==> config.mk <==
export PLATFORM = sky130hd
export DESIGN_NAME = uart_doc_loader
export DESIGN_NICKNAME = d
export VERILOG_FILES = /design/src/rtl/uart_doc_loader.sv
export SDC_FILE = /design/constraint.sdc
export NUM_CORES = 1
export LEC_CHECK = 0
export BUFFER_PORTS_ARGS = -buffer_cell sky130_fd_sc_hd__buf_2
export CAP_MARGIN = 15
export CORE_MARGIN = 2
export CORE_UTILIZATION = 63
export CTS_CLUSTER_SIZE = 25
export DETAILED_ROUTE_END_ITERATION = 12
export PLACE_DENSITY_LB_ADDON = 0.15
export REMOVE_ABC_BUFFERS = 1
export SLEW_MARGIN = 20
export SYNTH_ARGS = -nofsm -noshare
export SYNTH_HDL_FRONTEND = slang
export SYNTH_SLANG_ARGS = --single-unit
==> constraint.sdc <==
create_clock -name clk -period 5.8 [get_ports clk]
set_clock_uncertainty 0.15 [all_clocks]
set_input_delay 0.58 -clock clk [delete_from_list [all_inputs] [get_ports clk]]
set_output_delay 0.58 -clock clk [all_outputs]
set_load 0.005 [all_outputs]
==> src/rtl/uart_doc_loader.sv <==
// uart_doc_loader
// Receives 8N1 UART frames on RsRx and writes each valid byte into the
// document RAM at an auto-incrementing address. A single-byte holding
// buffer waits for `grant` before the write is issued.
//
// Ports:
//   clk        system clock, rising edge
//   rst        asynchronous active-high reset
//   RsRx       UART line (idle high, asynchronous to clk)
//   grant      document write port is free this cycle
//   doc_a      document write address
//   doc_d      document write data
//   doc_we     one-cycle write strobe per byte
//   wr_count   bytes written since reset or form feed
//   full       wr_count has reached DOC_DEPTH
//   rx_busy    receiver is inside a frame
//   frame_err  one-cycle pulse, stop bit sampled low
//   overrun    one-cycle pulse, byte lost because the buffer was occupied
module uart_doc_loader #(
  parameter int CLK_HZ    = 100_000_000,
  parameter int BAUD      = 9600,
  parameter int ADDR_W    = 9,
  parameter int DOC_DEPTH = 512
) (
  input  logic              clk,
  input  logic              rst,
  input  logic              RsRx,
  input  logic              grant,
  output logic [ADDR_W-1:0] doc_a,
  output logic [7:0]        doc_d,
  output logic              doc_we,
  output logic [ADDR_W:0]   wr_count,
  output logic              full,
  output logic              rx_busy,
  output logic              frame_err,
  output logic              overrun
);

  localparam int CLKS_PER_BIT = CLK_HZ / BAUD;
  localparam int HALF_BIT     = CLKS_PER_BIT / 2;
  localparam int CNT_W        = (CLKS_PER_BIT > 2) ? $clog2(CLKS_PER_BIT) : 1;

  localparam logic [CNT_W-1:0]  BAUD_LAST = CNT_W'(CLKS_PER_BIT - 1);
  localparam logic [CNT_W-1:0]  HALF_LAST = CNT_W'(HALF_BIT - 1);
  localparam logic [ADDR_W:0]   DEPTH_C   = (ADDR_W + 1)'(DOC_DEPTH);
  localparam logic [ADDR_W:0]   ONE_C     = (ADDR_W + 1)'(1);
  localparam logic [7:0]        FORM_FEED = 8'h0C;

  typedef enum logic [1:0] {
    ST_IDLE  = 2'd0,
    ST_START = 2'd1,
    ST_DATA  = 2'd2,
    ST_STOP  = 2'd3
  } state_t;

  // Synchronizer and edge detector
  logic       sync1_q;
  logic       rx_s_q;
  logic       rx_prev_q;
  logic [1:0] settle_q;
  logic       fall_s;

  // Receiver
  state_t           state_q;
  logic [CNT_W-1:0] baud_q;
  logic [2:0]       bit_q;
  logic [7:0]       shift_q;

  // Holding buffer and write port
  logic            pend_q;
  logic            pend_d;
  logic [7:0]      buf_q;
  logic [ADDR_W:0] wr_count_q;
  logic [ADDR_W:0] wr_count_d;
  logic            full_q;
  logic            doc_we_q;
  logic [ADDR_W-1:0] doc_a_q;
  logic [7:0]      doc_d_q;
  logic            rx_busy_q;
  logic            frame_err_q;
  logic            overrun_q;

  logic stop_hit_s;
  logic byte_ok_s;
  logic is_ff_s;
  logic write_go_s;
  logic load_s;
  logic lost_s;

  // Two-flop synchronizer; edge detection is held off until the chain has
  // flushed its reset value, so a line that is already low after reset
  // cannot look like a start edge.
  always_ff @(posedge clk or posedge rst) begin
    if (rst) begin
      sync1_q   <= 1'b1;
      rx_s_q    <= 1'b1;
      rx_prev_q <= 1'b0;
      settle_q  <= 2'd0;
    end else begin
      sync1_q <= RsRx;
      rx_s_q  <= sync1_q;
      if (settle_q != 2'd2) begin
        settle_q  <= settle_q + 2'd1;
        rx_prev_q <= 1'b0;
      end else begin
        rx_prev_q <= rx_s_q;
      end
    end
  end

  assign fall_s = rx_prev_q && !rx_s_q;

  // Dispatch decisions at the stop-sample edge and write-port next state
  always_comb begin
    stop_hit_s = (state_q == ST_STOP) && (baud_q == BAUD_LAST);
    byte_ok_s  = stop_hit_s && rx_s_q;
    is_ff_s    = byte_ok_s && (shift_q == FORM_FEED);
    // A pending byte is never written once full; it is discarded below.
    write_go_s = pend_q && grant && !full_q;
    load_s     = byte_ok_s && !is_ff_s && !full_q && (!pend_q || write_go_s);
    lost_s     = byte_ok_s && !is_ff_s && !full_q && pend_q && !write_go_s;

    pend_d = pend_q;
    if (write_go_s) begin
      pend_d = 1'b0;
    end else if (pend_q && full_q) begin
      pend_d = 1'b0;
    end else begin
      pend_d = pend_q;
    end
    if (is_ff_s) begin
      pend_d = 1'b0;
    end else if (load_s) begin
      pend_d = 1'b1;
    end else begin
      pend_d = pend_d;
    end

    // Form feed clear wins over a write issued at the same edge.
    if (is_ff_s) begin
      wr_count_d = '0;
    end else if (write_go_s) begin
      wr_count_d = wr_count_q + ONE_C;
    end else begin
      wr_count_d = wr_count_q;
    end
  end

  // Receiver FSM, holding buffer and registered document-port outputs
  always_ff @(posedge clk or posedge rst) begin
    if (rst) begin
      state_q     <= ST_IDLE;
      baud_q      <= '0;
      bit_q       <= 3'd0;
      shift_q     <= 8'h00;
      pend_q      <= 1'b0;
      buf_q       <= 8'h00;
      wr_count_q  <= '0;
      full_q      <= 1'b0;
      doc_we_q    <= 1'b0;
      doc_a_q     <= '0;
      doc_d_q     <= 8'h00;
      rx_busy_q   <= 1'b0;
      frame_err_q <= 1'b0;
      overrun_q   <= 1'b0;
    end else begin
      doc_we_q    <= 1'b0;
      frame_err_q <= 1'b0;
      overrun_q   <= lost_s;

      if (write_go_s) begin
        doc_we_q <= 1'b1;
        doc_a_q  <= wr_count_q[ADDR_W-1:0];
        doc_d_q  <= buf_q;
      end
      if (load_s) begin
        buf_q <= shift_q;
      end
      pend_q     <= pend_d;
      wr_count_q <= wr_count_d;
      full_q     <= (wr_count_d == DEPTH_C);

      case (state_q)
        ST_IDLE: begin
          if (fall_s) begin
            state_q   <= ST_START;
            baud_q    <= '0;
            rx_busy_q <= 1'b1;
          end
        end
        ST_START: begin
          if (baud_q == HALF_LAST) begin
            baud_q <= '0;
            bit_q  <= 3'd0;
            if (!rx_s_q) begin
              state_q <= ST_DATA;
            end else begin
              // Line went back high before mid-start: treat as a glitch.
              state_q   <= ST_IDLE;
              rx_busy_q <= 1'b0;
            end
          end else begin
            baud_q <= baud_q + 1'b1;
          end
        end
        ST_DATA: begin
          if (baud_q == BAUD_LAST) begin
            baud_q  <= '0;
            shift_q <= {rx_s_q, shift_q[7:1]};
            if (bit_q == 3'd7) begin
              state_q <= ST_STOP;
            end else begin
              bit_q <= bit_q + 3'd1;
            end
          end else begin
            baud_q <= baud_q + 1'b1;
          end
        end
        ST_STOP: begin
          if (baud_q == BAUD_LAST) begin
            // Re-arm at mid-stop so back-to-back frames are caught.
            baud_q      <= '0;
            state_q     <= ST_IDLE;
            rx_busy_q   <= 1'b0;
            frame_err_q <= !rx_s_q;
          end else begin
            baud_q <= baud_q + 1'b1;
          end
        end
        default: begin
          state_q   <= ST_IDLE;
          rx_busy_q <= 1'b0;
        end
      endcase
    end
  end

  assign doc_a     = doc_a_q;
  assign doc_d     = doc_d_q;
  assign doc_we    = doc_we_q;
  assign wr_count  = wr_count_q;
  assign full      = full_q;
  assign rx_busy   = rx_busy_q;
  assign frame_err = frame_err_q;
  assign overrun   = overrun_q;

endmodule
==> results.json <==
{
  "fp.dieH_um": 78.0,
  "dr_wl_met2_mm": 2.98,
  "finalNonFillerCells": 438,
  "status": "completed",
  "port-buffer-count": 35,
  "wl_mm": 6.27,
  "clock_path_buffers": 2,
  "end_kind": "flop",
  "hold_viol": 0,
  "ys_seq_area_share_pct": 53.0,
  "ctsResizeCount": 0,
  "vias": 2543,
  "cts_buffers": 9,
  "dr.max_layer_used": "met4",
  "mappedNetlistArea_mm2": 0.00345,
  "arrival_ns": 2.71,
  "wl_met1_mm": 2.96,
  "worstSetupStartpointType": "flop",
  "syn_avg_cell_area_um2": 10.3,
  "timing.hold.worst.class": "in2reg",
  "powerDensity_mw_per_mm2": 290,
  "grt_pass1_wl_mm": 10.9,
  "fillers": 379,
  "grt_max_degree": 74,
  "place_congestion": 0.794,
  "dp.cells": 422,
  "wl_per_cell_um": 14.3,
  "grt_usage_pct": 22.8,
  "netlist.area_leader.share_pct": 51.5,
  "areaGrowthSynthToFinish_pct": 11.3,
  "worst-path-max-fanout": 23,
  "placed_cell_area_mm2": 0.00364,
  "drive_above_1_share_pct": 21.7,
  "dieArea_mm2": 0.00609,
  "wl_met3_um": 225,
  "antenna_found_initial": 0,
  "synth-edff-count": 0,
  "synth_cell_types": 50,
  "fin_crit_ns": 2.62,
  "synth_area_leaders": "dfrtp_1 (51%), nand2_1 (7.7%), mux2_2 (5.5%), nor2_1 (2.3%), a31oi_1 (2.2%)",
  "final_area_mm2": 0.00384,
  "crit_type": "reg2reg",
  "rsz0062_at_grt": "no",
  "drc": 0,
  "first_pass_iters": 4,
  "antenna_cells": 0,
  "tightest_slew_ns": 0.885,
  "yosysWarnings": 0,
  "final_max_slew_viol_count": 0,
  "crit_required_ns": 5.90,
  "hpwl_mm": 4.27,
  "antenna_left": 0,
  "overflow": 0,
  "synth-main-ff-cell": "dfrtp_1",
  "post_cts_buffers": 0,
  "max_freq_mhz": 382,
  "core_area_mm2": 0.00520,
  "clock_latency_ns": 0.35,
  "tritoncts": "done",
  "die_w_um": 78.0,
  "async_flop_share_pct": 100,
  "power.leakage_uw": 0.00199,
  "drtIter0Drc": 210,
  "slew_headroom_pct": 41.0,
  "netlist.top_cell.by_area": "dfrtp_1",
  "syn_inst": 334,
  "h-tree-depth": 3,
  "ctsHoldBuffers": 0,
  "path_clk_slew_ns": 0.08,
  "root_buffer": "clkbuf_8",
  "worst_ir_drop_vdd_mv": 0.160,
  "ios": 36,
  "clkSinkCount": 73,
  "maxCapViolCount": 0,
  "nNetsFinal": 372,
  "ys_ff_latch": 73,
  "first_global_vias": 2340,
  "final_cell_mix": "nand2_1 (71), dfrtp_1 (71), buf_2 (35)",
  "post_drt_via_cell_ratio": 5.81,
  "rows": 26,
  "initial_utilization_pct": 66.3,
  "min_period_over_period_pct": 45.1,
  "setup_viol": 0,
  "fin_tns_setup_ns": 0
}
==> where the power goes <==
| part | internal, uW | switching (uW) | total, uW |
|---|---|---|---|
| Clock | 212 | 191 | 402 |
| Combinational | 54.5 | 65.8 | 120 |
| Sequential | 538 | 52.7 | 591 |
| Total | 804 | 309 | 1110 |
==> stage by stage <==
stage | hold slack (ns) | util (%) | setup slack (ns) | power [uW]
6_report | 0.177 | 73.8 | 3.18 | 1110
5_1_grt | 0.165 | 73.8 | 2.96 | 1170
3_3_place_gp | 0.196 | 69.9 | 3.10 | 715
4_1_cts | 0.161 | 73.8 | 3.18 | 1120
2_1_floorplan | 0.195 | - | 3.22 | 684
3_5_place_dp | 0.198 | 69.9 | 3.02 | 722
==> worst max-delay path, stage by stage (launching register included) <==
cell      delay [ns]
dfrtp_1         0.48
nand3b_1        0.68
inv_1           0.54
nor4_1          0.31
a21oi_1         0.07
nor4b_1         0.29
==> area by class of cell <==
cell class | count | area (um^2) | area share (%)
tap | 70 | 87.6 | 2.28
timing repair buffer | 36 | 183 | 4.76
clock buffer | 10 | 138 | 3.58
multi-input combinational | 234 | 1510 | 39.2
inverter | 9 | 33.8 | 0.879
clock inverter | 6 | 65.1 | 1.69
sequential | 73 | 1830 | 47.6
==> state kept, by name (all words and copies together) (netlist names), 2 cells and up, named ones only <==
signal	cells
baud_q	14
wr_count	10
doc_a	9
buf_q	8
doc_d	8
shift_q	8
bit_q	3
settle_q	2
==> final timing paths <==
check / startpoint / endpoint / cells past startpoint / slack (ns)
setup / recovery: full / full / 5 / 3.18
hold / removal: RsRx / sync1_q / 1 / 0.18
setup reg to reg: full / full / 5 / 3.18
hold reg to reg: sync1_q / rx_s_q / 0 / 0.21
max in group asynchronous: rst / doc_a[1] / 3 / 4.58
min in group asynchronous: rst / buf_q[4] / 3 / 0.33
==> cell families (layout without fill, tap and decap cells) <==
| logic type | Yosys count | count (layout) | synth area share (%) |
|---|---|---|---|
| compound gates | 43 | 43 | 8.23 |
| xor+xnor | 12 | 12 | 3.05 |
| fa+ha+maj | 5 | 5 | 1.81 |
| buf+inv | 27 | 61 | 3.37 |
| flops | 73 | 73 | 53.0 |
| mux | 19 | 19 | 6.13 |
| simple gates | 155 | 155 | 24.4 |
==> Yosys cell counts (all sizes together) (7+ instances only) <==
| cell | instances |
|---|---|
| and3 | 7 |
| nand3 | 12 |
| xor2 | 7 |
| inv | 9 |
| buf | 9 |
| mux2 | 17 |
| a21oi | 13 |
| nand2 | 71 |
| clkbuf | 9 |
| dfrtp | 71 |
| nor2 | 21 |
| nor4 | 7 |
| a31oi | 12 |
==> layer usage <==
layer  vias to the layer above  global-route usage [%]
met3                        10                    4.83
li1                       1232                       -
met5                         -                       0
met1                      1251                    31.3
met2                        50                    35.6
met4                         0                    9.47
(Power assumes the default switching activity.)
